==> src/rtl/tms1x00_core_if.sv <==
// Program-memory bus between the tms1x00 core (master) and its 1Kx8 instruction store (slave).
interface tms1x00_core_if;
  logic [9:0] rom_addr;
  logic [7:0] rom_data;

  modport master (
    output rom_addr,
    input  rom_data
  );

  modport slave (
    input  rom_addr,
    output rom_data
  );
endinterface

==> src/rtl/tms1x00_core.sv <==
// TMS1000-compatible 4-bit core: two-clock FETCH/EXEC sequencer, 64x4 data RAM,
// R/O output latches and K inputs; instructions come from an external synchronous ROM.
module tms1x00_core #(
  parameter int unsigned RAM_WORDS = 64,
  parameter int unsigned R_BITS    = 11
) (
  input  logic              clock,
  input  logic              resetb,
  input  logic              run,
  tms1x00_core_if.master    rom,
  input  logic [3:0]        k_in,
  output logic [R_BITS-1:0] r_out,
  output logic [7:0]        o_out
);

  typedef enum logic {
    ST_FETCH,
    ST_EXEC
  } state_t;

  state_t            state_q, state_d;
  logic [3:0]        a_q, a_d;
  logic [1:0]        x_q, x_d;
  logic [3:0]        y_q, y_d;
  logic [5:0]        pc_q, pc_d;
  logic [3:0]        pa_q, pa_d;
  logic [3:0]        pb_q, pb_d;
  logic [5:0]        sr_q, sr_d;
  logic [3:0]        spa_q, spa_d;
  logic              s_q, s_d;
  logic              sl_q, sl_d;
  logic              cl_q, cl_d;
  logic [R_BITS-1:0] r_q, r_d;
  logic [7:0]        o_q, o_d;

  logic [3:0]        ram_q [RAM_WORDS];
  logic [5:0]        ram_addr;
  logic              ram_we;
  logic [3:0]        ram_wdata;

  logic [7:0]        op;
  logic [3:0]        n;
  logic [3:0]        m;
  logic [3:0]        bmask;
  logic [4:0]        sum5;

  assign op       = rom.rom_data;
  assign n        = op[3:0];
  assign ram_addr = {x_q, y_q};
  assign m        = ram_q[ram_addr];
  assign bmask    = 4'b0001 << op[1:0];

  assign rom.rom_addr = {pa_q, pc_q};
  assign r_out        = r_q;
  assign o_out        = o_q;

  always_comb begin
    state_d   = state_q;
    a_d       = a_q;
    x_d       = x_q;
    y_d       = y_q;
    pc_d      = pc_q;
    pa_d      = pa_q;
    pb_d      = pb_q;
    sr_d      = sr_q;
    spa_d     = spa_q;
    s_d       = s_q;
    sl_d      = sl_q;
    cl_d      = cl_q;
    r_d       = r_q;
    o_d       = o_q;
    ram_we    = 1'b0;
    ram_wdata = a_q;
    sum5      = '0;

    unique case (state_q)
      ST_FETCH: begin
        if (run) state_d = ST_EXEC;
      end

      ST_EXEC: begin
        state_d = ST_FETCH;
        // Status defaults back to 1; only instructions that test or carry override it.
        s_d     = 1'b1;
        pc_d    = pc_q + 6'd1;

        case (op[7:4])
          4'h0: begin
            unique case (op[3:0])
              4'h0: x_d = x_q ^ 2'b11;
              4'h1: begin sum5 = {1'b0, a_q} + 5'd8;  a_d = sum5[3:0]; s_d = sum5[4]; end
              4'h2: begin s_d = (y_q != a_q); sl_d = (y_q != a_q); end
              4'h3: ram_we = 1'b1;
              4'h4: begin ram_we = 1'b1; a_d = '0; end
              4'h5: begin sum5 = {1'b0, a_q} + 5'd10; a_d = sum5[3:0]; s_d = sum5[4]; end
              4'h6: begin sum5 = {1'b0, a_q} + 5'd6;  a_d = sum5[3:0]; s_d = sum5[4]; end
              4'h7: begin a_d = a_q - 4'd1; s_d = (a_q != 4'd0); end
              4'h8: a_d = k_in;
              4'h9: s_d = (k_in != 4'd0);
              4'hA: o_d = {3'b000, sl_q, a_q};
              4'hB: o_d = '0;
              4'hC: if (32'(y_q) < R_BITS) r_d[y_q] = 1'b0;
              4'hD: if (32'(y_q) < R_BITS) r_d[y_q] = 1'b1;
              4'hE: a_d = a_q + 4'd1;
              4'hF: begin
                if (cl_q) begin
                  pc_d = sr_q;
                  pa_d = spa_q;
                  pb_d = spa_q;
                  cl_d = 1'b0;
                end
              end
            endcase
          end

          4'h1: pb_d = n;

          4'h2: begin
            unique case (op[3:0])
              4'h0: y_d = a_q;
              4'h1: a_d = m;
              4'h2: y_d = m;
              4'h3: a_d = y_q;
              4'h4: begin ram_we = 1'b1; y_d = y_q - 4'd1; s_d = (y_q != 4'd0); end
              4'h5: begin
                ram_we = 1'b1;
                sum5   = {1'b0, y_q} + 5'd1;
                y_d    = sum5[3:0];
                s_d    = sum5[4];
              end
              4'h6: begin a_d = m - 4'd1; s_d = (m != 4'd0); end
              4'h7: begin sum5 = {1'b0, m} + 5'd1; a_d = sum5[3:0]; s_d = sum5[4]; end
              4'h8, 4'h9, 4'hA, 4'hB: x_d = op[1:0];
              4'hC: begin a_d = 4'd0 - a_q; s_d = (a_q == 4'd0); end
              4'hD: a_d = '0;
              4'hE: s_d = (m != 4'd0);
              4'hF: begin sum5 = {1'b0, a_q} + {1'b0, m}; a_d = sum5[3:0]; s_d = sum5[4]; end
            endcase
          end

          4'h3: begin
            unique case (op[3:2])
              2'b00: begin ram_we = 1'b1; ram_wdata = m | bmask; end
              2'b01: begin ram_we = 1'b1; ram_wdata = m & ~bmask; end
              2'b10: s_d = |(m & bmask);
              2'b11: begin
                if (op[1:0] == 2'b00) begin
                  a_d = m - a_q;
                  s_d = (m >= a_q);
                end else if (op[1:0] == 2'b01) begin
                  s_d = (a_q <= m);
                end
              end
            endcase
          end

          4'h4: y_d = n;
          4'h5: s_d = (y_q != n);
          4'h6: begin ram_we = 1'b1; ram_wdata = n; y_d = y_q + 4'd1; end
          4'h7: s_d = (a_q <= n);

          default: begin
            // BR (op[6]=0) and CALL (op[6]=1); a CALL while already in a subroutine degrades to BR.
            if (s_q) begin
              pc_d = op[5:0];
              if (op[6] && !cl_q) begin
                sr_d  = pc_q + 6'd1;
                spa_d = pa_q;
                pa_d  = pb_q;
                cl_d  = 1'b1;
              end else if (!cl_q) begin
                pa_d = pb_q;
              end
            end
          end
        endcase
      end

      default: state_d = ST_FETCH;
    endcase
  end

  always_ff @(posedge clock or negedge resetb) begin
    if (!resetb) begin
      state_q <= ST_FETCH;
      a_q     <= '0;
      x_q     <= '0;
      y_q     <= '0;
      pc_q    <= '0;
      pa_q    <= '0;
      pb_q    <= '0;
      sr_q    <= '0;
      spa_q   <= '0;
      s_q     <= 1'b1;
      sl_q    <= 1'b0;
      cl_q    <= 1'b0;
      r_q     <= '0;
      o_q     <= '0;
    end else begin
      state_q <= state_d;
      a_q     <= a_d;
      x_q     <= x_d;
      y_q     <= y_d;
      pc_q    <= pc_d;
      pa_q    <= pa_d;
      pb_q    <= pb_d;
      sr_q    <= sr_d;
      spa_q   <= spa_d;
      s_q     <= s_d;
      sl_q    <= sl_d;
      cl_q    <= cl_d;
      r_q     <= r_d;
      o_q     <= o_d;
    end
  end

  // RAM contents survive reset; a write is dropped while resetb is low.
  always_ff @(posedge clock) begin
    if (ram_we && resetb) ram_q[ram_addr] <= ram_wdata;
  end

endmodule

==> src/flat_wrapper.sv <==
// flat-port wrapper written by rule: the top's interface ports become plain ports
module tms1x00_core_flat 
#(
  parameter int unsigned RAM_WORDS = 64,
  parameter int unsigned R_BITS    = 11
)
  (clock, resetb, run, k_in, r_out, o_out, rom_rom_addr, rom_rom_data);
  tms1x00_core_if rom_i ();
  input  logic clock;
  input  logic resetb;
  input  logic run;
  input  logic [3:0] k_in;
  output logic [R_BITS-1:0] r_out;
  output logic [7:0] o_out;
  output wire logic [$bits(rom_i.rom_addr)-1:0] rom_rom_addr;
  input wire logic [$bits(rom_i.rom_data)-1:0] rom_rom_data;
  assign rom_rom_addr = rom_i.rom_addr;
  assign rom_i.rom_data = rom_rom_data;
  tms1x00_core #(.RAM_WORDS(RAM_WORDS), .R_BITS(R_BITS)) u_core (.clock(clock), .resetb(resetb), .run(run), .rom(rom_i), .k_in(k_in), .r_out(r_out), .o_out(o_out));
endmodule
==> config.mk <==
export PLATFORM = sky130hd
export DESIGN_NAME = tms1x00_core_flat
export DESIGN_NICKNAME = d
export VERILOG_FILES = /design/src/rtl/tms1x00_core_if.sv /design/src/rtl/tms1x00_core.sv /design/src/flat_wrapper.sv
export SDC_FILE = /design/constraint.sdc
export NUM_CORES = 1
export LEC_CHECK = 0
export CAP_MARGIN = 20
export CORE_MARGIN = 3
export CORE_UTILIZATION = 65
export CTS_CLUSTER_SIZE = 40
export DETAILED_ROUTE_END_ITERATION = 10
export PLACE_DENSITY = 0.79
export SLEW_MARGIN = 20
export SYNTH_ARGS = -nofsm -noshare
export SYNTH_HDL_FRONTEND = slang
export SYNTH_SLANG_ARGS = --single-unit
==> constraint.sdc <==
create_clock -name clock -period 10.6 [get_ports clock]
set_input_delay 2.12 -clock clock [delete_from_list [all_inputs] [get_ports clock]]
set_output_delay 2.12 -clock clock [all_outputs]
set_load 0.02 [all_outputs]
==> out/results.tsv, run 1 <==
metric	value	unit
Die Span Y	157.9	µm
CTS max path bufs	3	
clk sinks	310	
met1 Resource Use GR	48.08	%
Vias	10400	
Setup-failing EPs final	0	
CTS tree	built	
Tmin final	5.528	ns
Max Slew Vio Count	0	
Crit Path Max Fanout	43	
crit path capture type	flip-flop	
vias in the first global route	9769	
CP Class	flip-flop to flip-flop	
Int Power	2522	µW
CTS Buf Count	30	
Yosys reg bits	310	
post-CTS setup buffers	0	
max_cap viols	0	
GR Layer Usage met3	6.862	%
Post-synth ARST share	17.42	%
Critical Path Start Type	flip-flop	
Gate power share	31.8	%
antenna fix cells	0	
Top FF cell, synth	edfxtp_1	
Top-Level Pins	44	
layout cells sized above 1	12.60	%
met2 Use GR	44.07	%
hold buffers post-CTS	0	
clk slew on worst S/H paths	0.07	ns
Post-synth EDFFs	256	
Reg power frac	41.2	%
Reg area	9046	µm²
VDD IR max	195.0	µV
Final Wtd Congestion	1.000	
cts repair resizes	0	
library cells used by synthesis	82	
total global routing overflow	0	
Post-Layout Cell Count	1486	
FF-to-FF path depth	16	
Pre-antenna DRT Iters	6	
reg-to-reg startpoint	u_core.y_q[1]$_DFFE_PN0P_	
area of the multi-input gates	5504	µm²
Synth area leaders	edfxtp_1 51%, dfrtp_1 8.8%, mux4_2 5.7%	
outcome	complete, no violations	
hold path startpoint	u_core.o_out[4]$_DFFE_PN0P_	
mapped cell area	15000	µm²
most numerous cell in the Yosys netlist	edfxtp_1	
synthesized area per cell	12.75	µm²
top cell type's share of synthesized area	51.24	%
# DRC	0	
R2R Path End	u_core.s_q$_DFFE_PN1P_	
wire length per cell	25.52	µm
vias per inst	7.000	
Min-Delay Path Class	flip-flop to flip-flop	
H-tree level count	1	
dpl hpwl	23600	µm
Routed WL	37920	µm
crit share post-route	52.15	%
Clk pwr share	27.0	%
setup TNS	0	ns
global-route wire length before repair	58300	µm
Worst Tran Pin Value	0.9642	ns
switching power	1363	µW
largest net degree at the start of global routing	65	
Hold Vio Cnt, Final	0	
worst endpoint data arrival time	5.99	ns
Initial Util	67.49	%
PwrDens	236.1	nW/µm²
Synth area leader	edfxtp_1	
num rows	54	
Post-Route Utilization	74.02	%
Switching Fraction	35.09	%
Top Usage Layer GRT	met1	
overall routing resource usage	30.73	%
Syn-to-layout area delta	9.666	%
R2R setup slack	5.07	ns
Die Wd	157.9	µm
Filler cells	1404	
Core Region	22230	µm²
Leak	0.005579	µW
nets@finish	1226	
Synth Instances	1177	
die area	24940	µm²
Placed Instances	1430	
clock skew	0.01335	ns
initial antenna violation count	0	
# port buffers	40	
sequential fraction of the synthesis area	60.25	%
Hold EP	u_core.o_out[4]$_DFFE_PN0P_	
unrepaired setup endpoints after global routing	false	
WHS Path Cells	2	
Max-slew headroom	35.22	%
Starting DRT DRC Count	1548	
top cells by count, synth	256 x edfxtp_1, 139 x nor2_1, 102 x nand2_1, 72 x a21oi_1, 62 x o21ai_0	
clock latency at the later pin of the worst-skew pair	0.57	ns
YS warnings	0	
post-route ant nets	0	
max frequency	180.9	MHz
Clk Tree Root Cell	clkbuf_16	
Required @ worst endpoint	11.06	ns
flip-flops by register name, indices dropped and copies added (netlist names), 4 cells and up, named ones only:
register      cells
u_core.pa_q       4
u_core.sr_q       6
u_core.y_q        4
u_core.pc_q       6
u_core.ram_q    256
u_core.spa_q      4
u_core.o_out      5
u_core.pb_q       4
u_core.a_q        4
logic make-up (layout without fill, tap and decap cells):
logic type | Yosys count | count (layout) | share of synthesized area (%)
muxes | 98 | 98 | 10.26
and+or+nand+nor | 365 | 365 | 11.45
other | 1 | 3 | 0.02499
xor gates and xnor gates | 22 | 22 | 1.284
buffers and inverters | 103 | 130 | 3.419
adders and majority gates | 29 | 29 | 2.552
AOI/OAI and AO/OA | 249 | 249 | 10.76
DFF | 310 | 310 | 60.25
cell usage in the layout (no fill, tap or decap), types with 6 or more instances in the layout:
cell type,n
inv_2,7
a21oi_1,72
xnor2_1,17
nor3b_1,6
mux2_2,27
clkinv_1,11
nor2_1,139
nand3b_1,6
inv_1,10
buf_4,14
nor2b_1,11
edfxtp_1,256
clkbuf_16,30
and3_1,13
nor4_1,6
nand3_1,24
o31ai_1,6
mux4_2,38
mux2i_1,30
a211oi_1,9
nand2b_1,9
o22ai_1,13
nand2_1,102
o21ai_0,60
a221oi_1,22
ha_1,25
dfrtp_1,50
nor3_1,17
clkdlybuf4s50_1,39
a22oi_1,8
a31oi_1,6
metal layers:
metal	routed length, µm	vias to the layer above	part of all wire (%)
met5	0	-	0
met4	1287	0	3.4
met3	4584	116	12
met2	16580	727	44
met1	15460	5057	41
li1	-	4502	-
power groups by stage:
stage               clock [µW]  sequential, µW  combinational [µW]
floorplan                    0            1570                 893
global placement             0            1620                1200
detailed placement           0            1620                1200
CTS                       1060            1600                1210
global route              1110            1610                1320
finish                    1050            1600                1230
worst max-delay path, cell delays in order (launching register included):
cell	delay [ns]
dfrtp_4	0.85
buf_4	0.63
mux4_2	0.60
and3_1	0.23
nor4_2	0.28
o211ai_1	0.18
nor4_4	0.44
inv_2	0.16
ha_1	0.44
nor2_1	0.06
nor2_1	0.09
nor2_1	0.06
o21ai_0	0.19
a21oi_1	0.11
a2111o_1	0.36
a211oi_1	0.45
o221ai_1	0.22
per-stage QoR:
stage | power (µW) | hold WS (ns) | setup WS [ns] | cell area, µm²
floorplan | 2461 | 0.4468 | 4.072 | 15010
global placement | 2814 | 0.4627 | 4.897 | 15470
detailed placement | 2816 | 0.4689 | 4.800 | 15470
CTS | 3860 | 0.4850 | 5.176 | 16440
global route | 4036 | 0.5127 | 4.814 | 16450
finish | 3885 | 0.4812 | 5.072 | 16450
layout make-up:
cell class              count  area share [%]
clock buffers              33           4.631
clock inverters            22           1.278
inverters                  20          0.4563
multi-input cells         766           33.45
flip-flops and latches    310           54.98
well taps                 280           2.129
repair buffers             55           3.072
worst max-delay path by stage:
| stage | from | to | slack, ns | cells after the start |
|---|---|---|---|---|
| 6_report | u_core.y_q[1]$_DFFE_PN0P_ | u_core.s_q$_DFFE_PN1P_ | 5.07 | 16 |
| 5_1_grt | u_core.y_q[1]$_DFFE_PN0P_ | u_core.s_q$_DFFE_PN1P_ | 4.81 | 16 |
| 4_1_cts | u_core.y_q[1]$_DFFE_PN0P_ | u_core.s_q$_DFFE_PN1P_ | 5.18 | 16 |
| 3_5_place_dp | rom_rom_data[5] | u_core.ram_q[21][3]$_DFFE_PP_ | 4.80 | 9 |
| 3_3_place_gp | rom_rom_data[3] | u_core.a_q[3]$_DFFE_PN0P_ | 4.90 | 15 |
| 2_1_floorplan | rom_rom_data[3] | u_core.ram_q[0][2]$_DFFE_PP_ | 4.07 | 5 |
Power figures use the tool's default switching activity.
==> run 2: changes to the inputs <==
Settings changed: CORE_UTILIZATION 65 to 62, PLACE_DENSITY 0.79 to 0.76.
Clock period 10.6 ns to 5.1 ns, I/O delays scaled along.
==> run 2 against run 1 <==
  * Maximum frequency grew 22%
  * Final area grew 1.9%
  * Via count grew 0.48%
  * Cell count grew 4.5%
  * Critical path type unchanged
  * Wire length grew 2.3%
  * Clock-buffer cell count grew 2
  * Clock power grew 120%
  * Flip-flop and latch count is the same
==> out/results.tsv, run 2 (synthesis results as in run 1) <==
metric	value	unit	change
CTS max path bufs	3		unchanged
Starting DRT DRC Count	1470		was 1548
PwrDens	490.5	nW/µm²	was 236.1 nW/µm²
Syn-to-layout area delta	11.73	%	was 9.666%
die area	26100	µm²	was 24940 µm²
vias in the first global route	10030		was 9769
CTS tree	built		unchanged
layout cells sized above 1	14.59	%	was 12.60%
Max-slew headroom	39.06	%	was 35.22%
Routed WL	38780	µm	was 37920 µm
Max Slew Vio Count	0		unchanged
# DRC	0		unchanged
dpl hpwl	25540	µm	was 23600 µm
switching power	2813	µW	was 1363 µW
Final Wtd Congestion	0.9657		was 1.000
total global routing overflow	0		unchanged
worst endpoint data arrival time	5.02	ns	was 5.99 ns
num rows	56		was 54
Crit Path Max Fanout	37		was 43
Worst path slowest cell	dfrtp_2		was dfrtp_4
CP peak stage delay	0.96	ns	was 0.85 ns
outcome	complete, no violations		unchanged
crit share post-route	89.18	%	was 52.15%
Die Wd	161.6	µm	was 157.9 µm
Die Span Y	161.6	µm	was 157.9 µm
antenna fix cells	0		unchanged
Core Region	23610	µm²	was 22230 µm²
most frequent cells in the layout	256 x edfxtp_1, 139 x nor2_1, 102 x nand2_1		unchanged
Biggest register	u_core.ram_q		unchanged
nets@finish	1252		was 1226
Setup-failing EPs final	0		unchanged
Largest regs	u_core.ram_q (256), u_core.pc_q (6), u_core.sr_q (6)		unchanged
CTS Buf Count	31		was 30
setup TNS	0	ns	unchanged
Hold WS	0.4747	ns	was 0.4812 ns
post-CTS setup buffers	0		unchanged
Min-Delay Path Class	flip-flop to flip-flop		unchanged
Clk Tree Root Cell	clkbuf_16		unchanged
Required @ worst endpoint	5.57	ns	was 11.06 ns
Leak	0.005746	µW	was 0.005579 µW
max FFs per register	256		unchanged
Critical Path, Cell by Cell	buf_4, mux4_1, mux2i_1, o32ai_1, a21oi_1, nor4bb_1, buf_4, inv_2, ha_1, nor2_1, o21ai_0, a21oi_1, a2111o_1, a211oi_1, o221ai_1		was buf_4, mux4_2, and3_1, nor4_2, o211ai_1, nor4_4, inv_2, ha_1, nor2_1, nor2_1, nor2_1, o21ai_0, a21oi_1, a2111o_1, a211oi_1, o221ai_1
Top-Level Pins	44		unchanged
hold buffers post-CTS	0		unchanged
Int Power	5409	µW	was 2522 µW
Critical Path Start Type	flip-flop		unchanged
initial antenna violation count	0		unchanged
max frequency	219.9	MHz	was 180.9 MHz
# port buffers	40		unchanged
Pre-antenna DRT Iters	5		was 6
CP Class	flip-flop to flip-flop		unchanged
Worst Tran Pin Value	0.9142	ns	was 0.9642 ns
H-tree level count	1		unchanged
cts repair resizes	0		unchanged
Reg power frac	40.7	%	was 41.2%
Gate power share	31.5	%	was 31.8%
max_cap viols	0		unchanged
clk slew on worst S/H paths	0.06	ns	was 0.07 ns
Placement Setup Slack	0.6475	ns	was 4.800 ns
overall routing resource usage	29.93	%	was 30.73%
vias per inst	6.730		was 7.000
largest net degree at the start of global routing	65		unchanged
VDD IR max	351.2	µV	was 195.0 µV
clock latency at the later pin of the worst-skew pair	0.57	ns	about the same
crit path capture type	flip-flop		unchanged
global-route wire length before repair	60420	µm	was 58300 µm
post-route ant nets	0		unchanged
Placed Instances	1495		was 1430
clock skew	0.01369	ns	was 0.01335 ns
Post-Layout Cell Count	1553		was 1486
clk sinks	310		unchanged
Clk pwr share	27.8	%	was 27.0%
Switching Fraction	34.21	%	was 35.09%
Vias	10450		was 10400
most common cell after layout, fill and taps aside	edfxtp_1		unchanged
wire length per cell	24.97	µm	was 25.52 µm
worst setup margin	0.5517	ns	was 5.072 ns
unrepaired setup endpoints after global routing	false		unchanged
Tmin final	4.548	ns	was 5.528 ns
Hold Vio Cnt, Final	0		unchanged
Initial Util	63.54	%	was 67.49%
run 2: power by group through the flow:
stage / clock, µW / sequential [µW] / combinational, µW
floorplan: 0 / 3250 / 1860
global placement: 0 / 3390 / 2510
detailed placement: 0 / 3390 / 2520
CTS: 2300 / 3340 / 2550
global route: 2410 / 3360 / 2800
finish: 2280 / 3340 / 2590
run 2: layer usage:
| layer | up-vias | part of all wire [%] | GRT usage [%] |
|---|---|---|---|
| met3 | 116 | 10 | 4.847 |
| met5 | - | 0 | 0 |
| li1 | 4553 | - | - |
| met2 | 660 | 46 | 45.91 |
| met1 | 5123 | 41 | 44.94 |
| met4 | 0 | 3.4 | 8.838 |
run 2: layout make-up:
type	instances	area, µm²
flip-flops and latches	310	9046
fillers	1580	6850
multi-input cells	766	5500
clock buffers	35	790.8
repair buffers	80	708.2
well taps	319	399.1
clock inverters	23	242.7
inverters	20	75.07
run 2: worst paths after layout:
path	startpoint	endpoint	slack, ns	depth (start not counted)
min	u_core.o_out[2]$_DFFE_PN0P_	u_core.o_out[2]$_DFFE_PN0P_	0.47	2
min in group asynchronous	resetb	u_core.y_q[3]$_DFFE_PN0P_	0.71	2
min reg2reg	u_core.o_out[2]$_DFFE_PN0P_	u_core.o_out[2]$_DFFE_PN0P_	0.47	2
max	u_core.y_q[2]$_DFFE_PN0P_	u_core.s_q$_DFFE_PN1P_	0.55	15
max in group asynchronous	resetb	u_core.y_q[1]$_DFFE_PN0P_	3.84	2
max reg2reg	u_core.y_q[2]$_DFFE_PN0P_	u_core.s_q$_DFFE_PN1P_	0.55	15
run 2: metrics by stage:
stage	total power, µW	cell area (µm²)	util (%)
6_report	8222	16760	70.99
5_1_grt	8567	16760	70.99
4_1_cts	8191	16760	70.97
3_5_place_dp	5913	15720	66.59
3_3_place_gp	5891	15720	66.59
2_1_floorplan	5107	15020	-
run 2: critical path: cells and delay by family (launching register included):
kind | cells | cell delay, ns
flip-flops | 1 | 0.96
AND/OR/NAND/NOR | 2 | 0.32
buffers and inverters | 3 | 0.71
AO/OA/AOI/OAI | 7 | 1.44
adder cells (fa/ha/maj) | 1 | 0.37
multiplexers | 2 | 0.65
==> run 3: changes to the inputs <==
Clock period 5.1 ns to 5 ns, I/O delays scaled along.
==> run 3 against run 2 <==
  * Cell count grew 0.19%
  * Largest cell class unchanged
  * First-iteration DRC count grew 11%
  * Critical path depth is the same
  * Largest power group unchanged
  * Worst hold slack gained 0.0017 ns
  * Non-clock buffer count grew 8
  * Final area shrank 0.12%
  * Register-to-register slack lost 0.22 ns
  * Worst setup slack lost 0.22 ns
  * Die area is the same
==> out/results.tsv, run 3 (synthesis results as in run 1) <==
metric	value	unit	change
# port buffers	40		unchanged
Hold Vio Cnt, Final	0		unchanged
vias in the first global route	10110		was 10030
CTS max path bufs	3		unchanged
dpl hpwl	26100	µm	was 25540 µm
antenna fix cells	0		unchanged
Core Region	23610	µm²	unchanged
Leak	0.005746	µW	about the same
nets@finish	1259		was 1252
Setup-failing EPs final	0		unchanged
clk slew on worst S/H paths	0.07	ns	was 0.06 ns
Min-Delay Path Class	flip-flop to flip-flop		unchanged
Max-slew headroom	30.51	%	was 39.06%
Top-Level Pins	44		unchanged
most frequent cells in the layout	256 x edfxtp_1, 139 x nor2_1, 102 x nand2_1		unchanged
Final Wtd Congestion	0.9881		was 0.9657
Required @ worst endpoint	5.47	ns	was 5.57 ns
Critical Path Start Type	flip-flop		unchanged
die area	26100	µm²	unchanged
PwrDens	495.3	nW/µm²	was 490.5 nW/µm²
Placement Setup Slack	0.3967	ns	was 0.6475 ns
Clk Tree Root Cell	clkbuf_16		unchanged
max frequency	214.1	MHz	was 219.9 MHz
WHS Path Cells	2		unchanged
max FFs per register	256		unchanged
most common cell after layout, fill and taps aside	edfxtp_1		unchanged
worst setup margin	0.3283	ns	was 0.5517 ns
Vias	10530		was 10450
vias per inst	6.767		was 6.730
global-route wire length before repair	60200	µm	was 60420 µm
post-CTS setup buffers	0		unchanged
overall routing resource usage	30.08	%	was 29.93%
Tmin final	4.672	ns	was 4.548 ns
max_cap viols	0		unchanged
crit share post-route	93.43	%	was 89.18%
Routed WL	39130	µm	was 38780 µm
clk sinks	310		unchanged
cts repair resizes	0		unchanged
# DRC	0		unchanged
post-route ant nets	0		unchanged
Syn-to-layout area delta	11.59	%	was 11.73%
Worst Tran Pin Value	1.036	ns	was 0.9142 ns
H-tree level count	1		unchanged
wire length per cell	25.14	µm	was 24.97 µm
hold buffers post-CTS	0		unchanged
Initial Util	63.54	%	unchanged
Die Wd	161.6	µm	unchanged
total power	8292	µW	was 8222 µW
CTS tree	built		unchanged
largest net degree at the start of global routing	65		unchanged
CP Class	flip-flop to flip-flop		unchanged
initial antenna violation count	0		unchanged
Die Span Y	161.6	µm	unchanged
setup TNS	0	ns	unchanged
clock skew	0.02383	ns	was 0.01369 ns
Crit Path Max Fanout	35		was 37
clock latency at the later pin of the worst-skew pair	0.58	ns	was 0.57 ns
VDD IR max	397.8	µV	was 351.2 µV
Biggest register	u_core.ram_q		unchanged
unrepaired setup endpoints after global routing	false		unchanged
Pre-antenna DRT Iters	6		was 5
Largest regs	u_core.ram_q (256), u_core.pc_q (6), u_core.sr_q (6)		unchanged
worst endpoint data arrival time	5.14	ns	was 5.02 ns
layout cells sized above 1	14.63	%	was 14.59%
FF-to-FF path depth	15		unchanged
num rows	56		unchanged
Starting DRT DRC Count	1628		was 1470
Max Slew Vio Count	0		unchanged
CTS Buf Count	30		was 31
outcome	complete, no violations		unchanged
Filler cells	1582		was 1580
total global routing overflow	0		unchanged
crit path capture type	flip-flop		unchanged
[run 3: changes by cell type in the layout (fill, tap and decap cells not counted), sizes merged]
| cell | before | now |
|---|---|---|
| inv | 20 | 17 |
| buf | 41 | 49 |
| clkinvlp | 3 | 2 |
| clkbuf | 35 | 36 |
| bufinv | 4 | 3 |
| clkinv | 16 | 15 |
[run 3: worst max-delay path: stages (launching register included)]
cell,delay [ns]
dfrtp_4,0.83
buf_4,0.34
mux4_2,0.53
a32oi_1,0.46
o211ai_1,0.24
nor4_4,0.24
inv_2,0.13
ha_1,0.42
nor2_1,0.06
nor2_1,0.09
nor2_1,0.04
o21ai_0,0.19
a21oi_1,0.10
a2111o_1,0.34
a211oi_1,0.38
o221ai_1,0.19
[run 3: routing by layer]
layer | global-route usage, % | routed length [µm] | vias to the layer above | part of all wire [%]
met1 | 44.10 | 15400 | 5195 | 39
met5 | 0 | 0 | - | 0
met4 | 8.526 | 1331 | 0 | 3.4
met2 | 46.89 | 18120 | 671 | 46
met3 | 5.694 | 4271 | 114 | 11
li1 | - | - | 4550 | -
[run 3: cell type report]
class / count / area, µm² / share of cell area [%]
Clock buffer: 36 / 773.2 / 4.618
Clock inverter: 17 / 185.2 / 1.106
Inverter: 20 / 75.07 / 0.4484
Multi-Input combinational cell: 766 / 5495 / 32.82
Sequential cell: 310 / 9046 / 54.03
Tap cell: 319 / 399.1 / 2.384
Timing Repair Buffer: 88 / 768.2 / 4.589
[run 3: worst paths after layout]
| path | from | end | slack (ns) |
|---|---|---|---|
| worst max-delay path | u_core.y_q[1]$_DFFE_PN0P_ | u_core.s_q$_DFFE_PN1P_ | 0.33 |
| worst min-delay path | u_core.o_out[0]$_DFFE_PN0P_ | u_core.o_out[0]$_DFFE_PN0P_ | 0.48 |
| worst max register to register | u_core.y_q[1]$_DFFE_PN0P_ | u_core.s_q$_DFFE_PN1P_ | 0.33 |
| worst min register to register | u_core.o_out[0]$_DFFE_PN0P_ | u_core.o_out[0]$_DFFE_PN0P_ | 0.48 |
| max in group asynchronous | resetb | u_core.y_q[1]$_DFFE_PN0P_ | 3.75 |
| min in group asynchronous | resetb | u_core.o_out[2]$_DFFE_PN0P_ | 0.67 |
[run 3: per-stage QoR]
step / util (%) / instances / area, µm² / hold WS, ns
after floorplan: - / 1179 / 15020 / 0.4468
after global placement: 66.85 / 1503 / 15780 / 0.4606
after detailed placement: 66.85 / 1503 / 15780 / 0.4654
after CTS: 70.90 / 1556 / 16740 / 0.4809
after global routing: 70.90 / 1556 / 16740 / 0.5068
final: 70.90 / 1556 / 16740 / 0.4765
[run 3: power by group]
group          leakage, µW  internal [µW]  switching (µW)  total (µW)
registers          0.00300           3140             253        3390
logic              0.00229           1040            1650        2690
clock network     0.000458           1260             952        2210
total              0.00575           5440            2850        8290
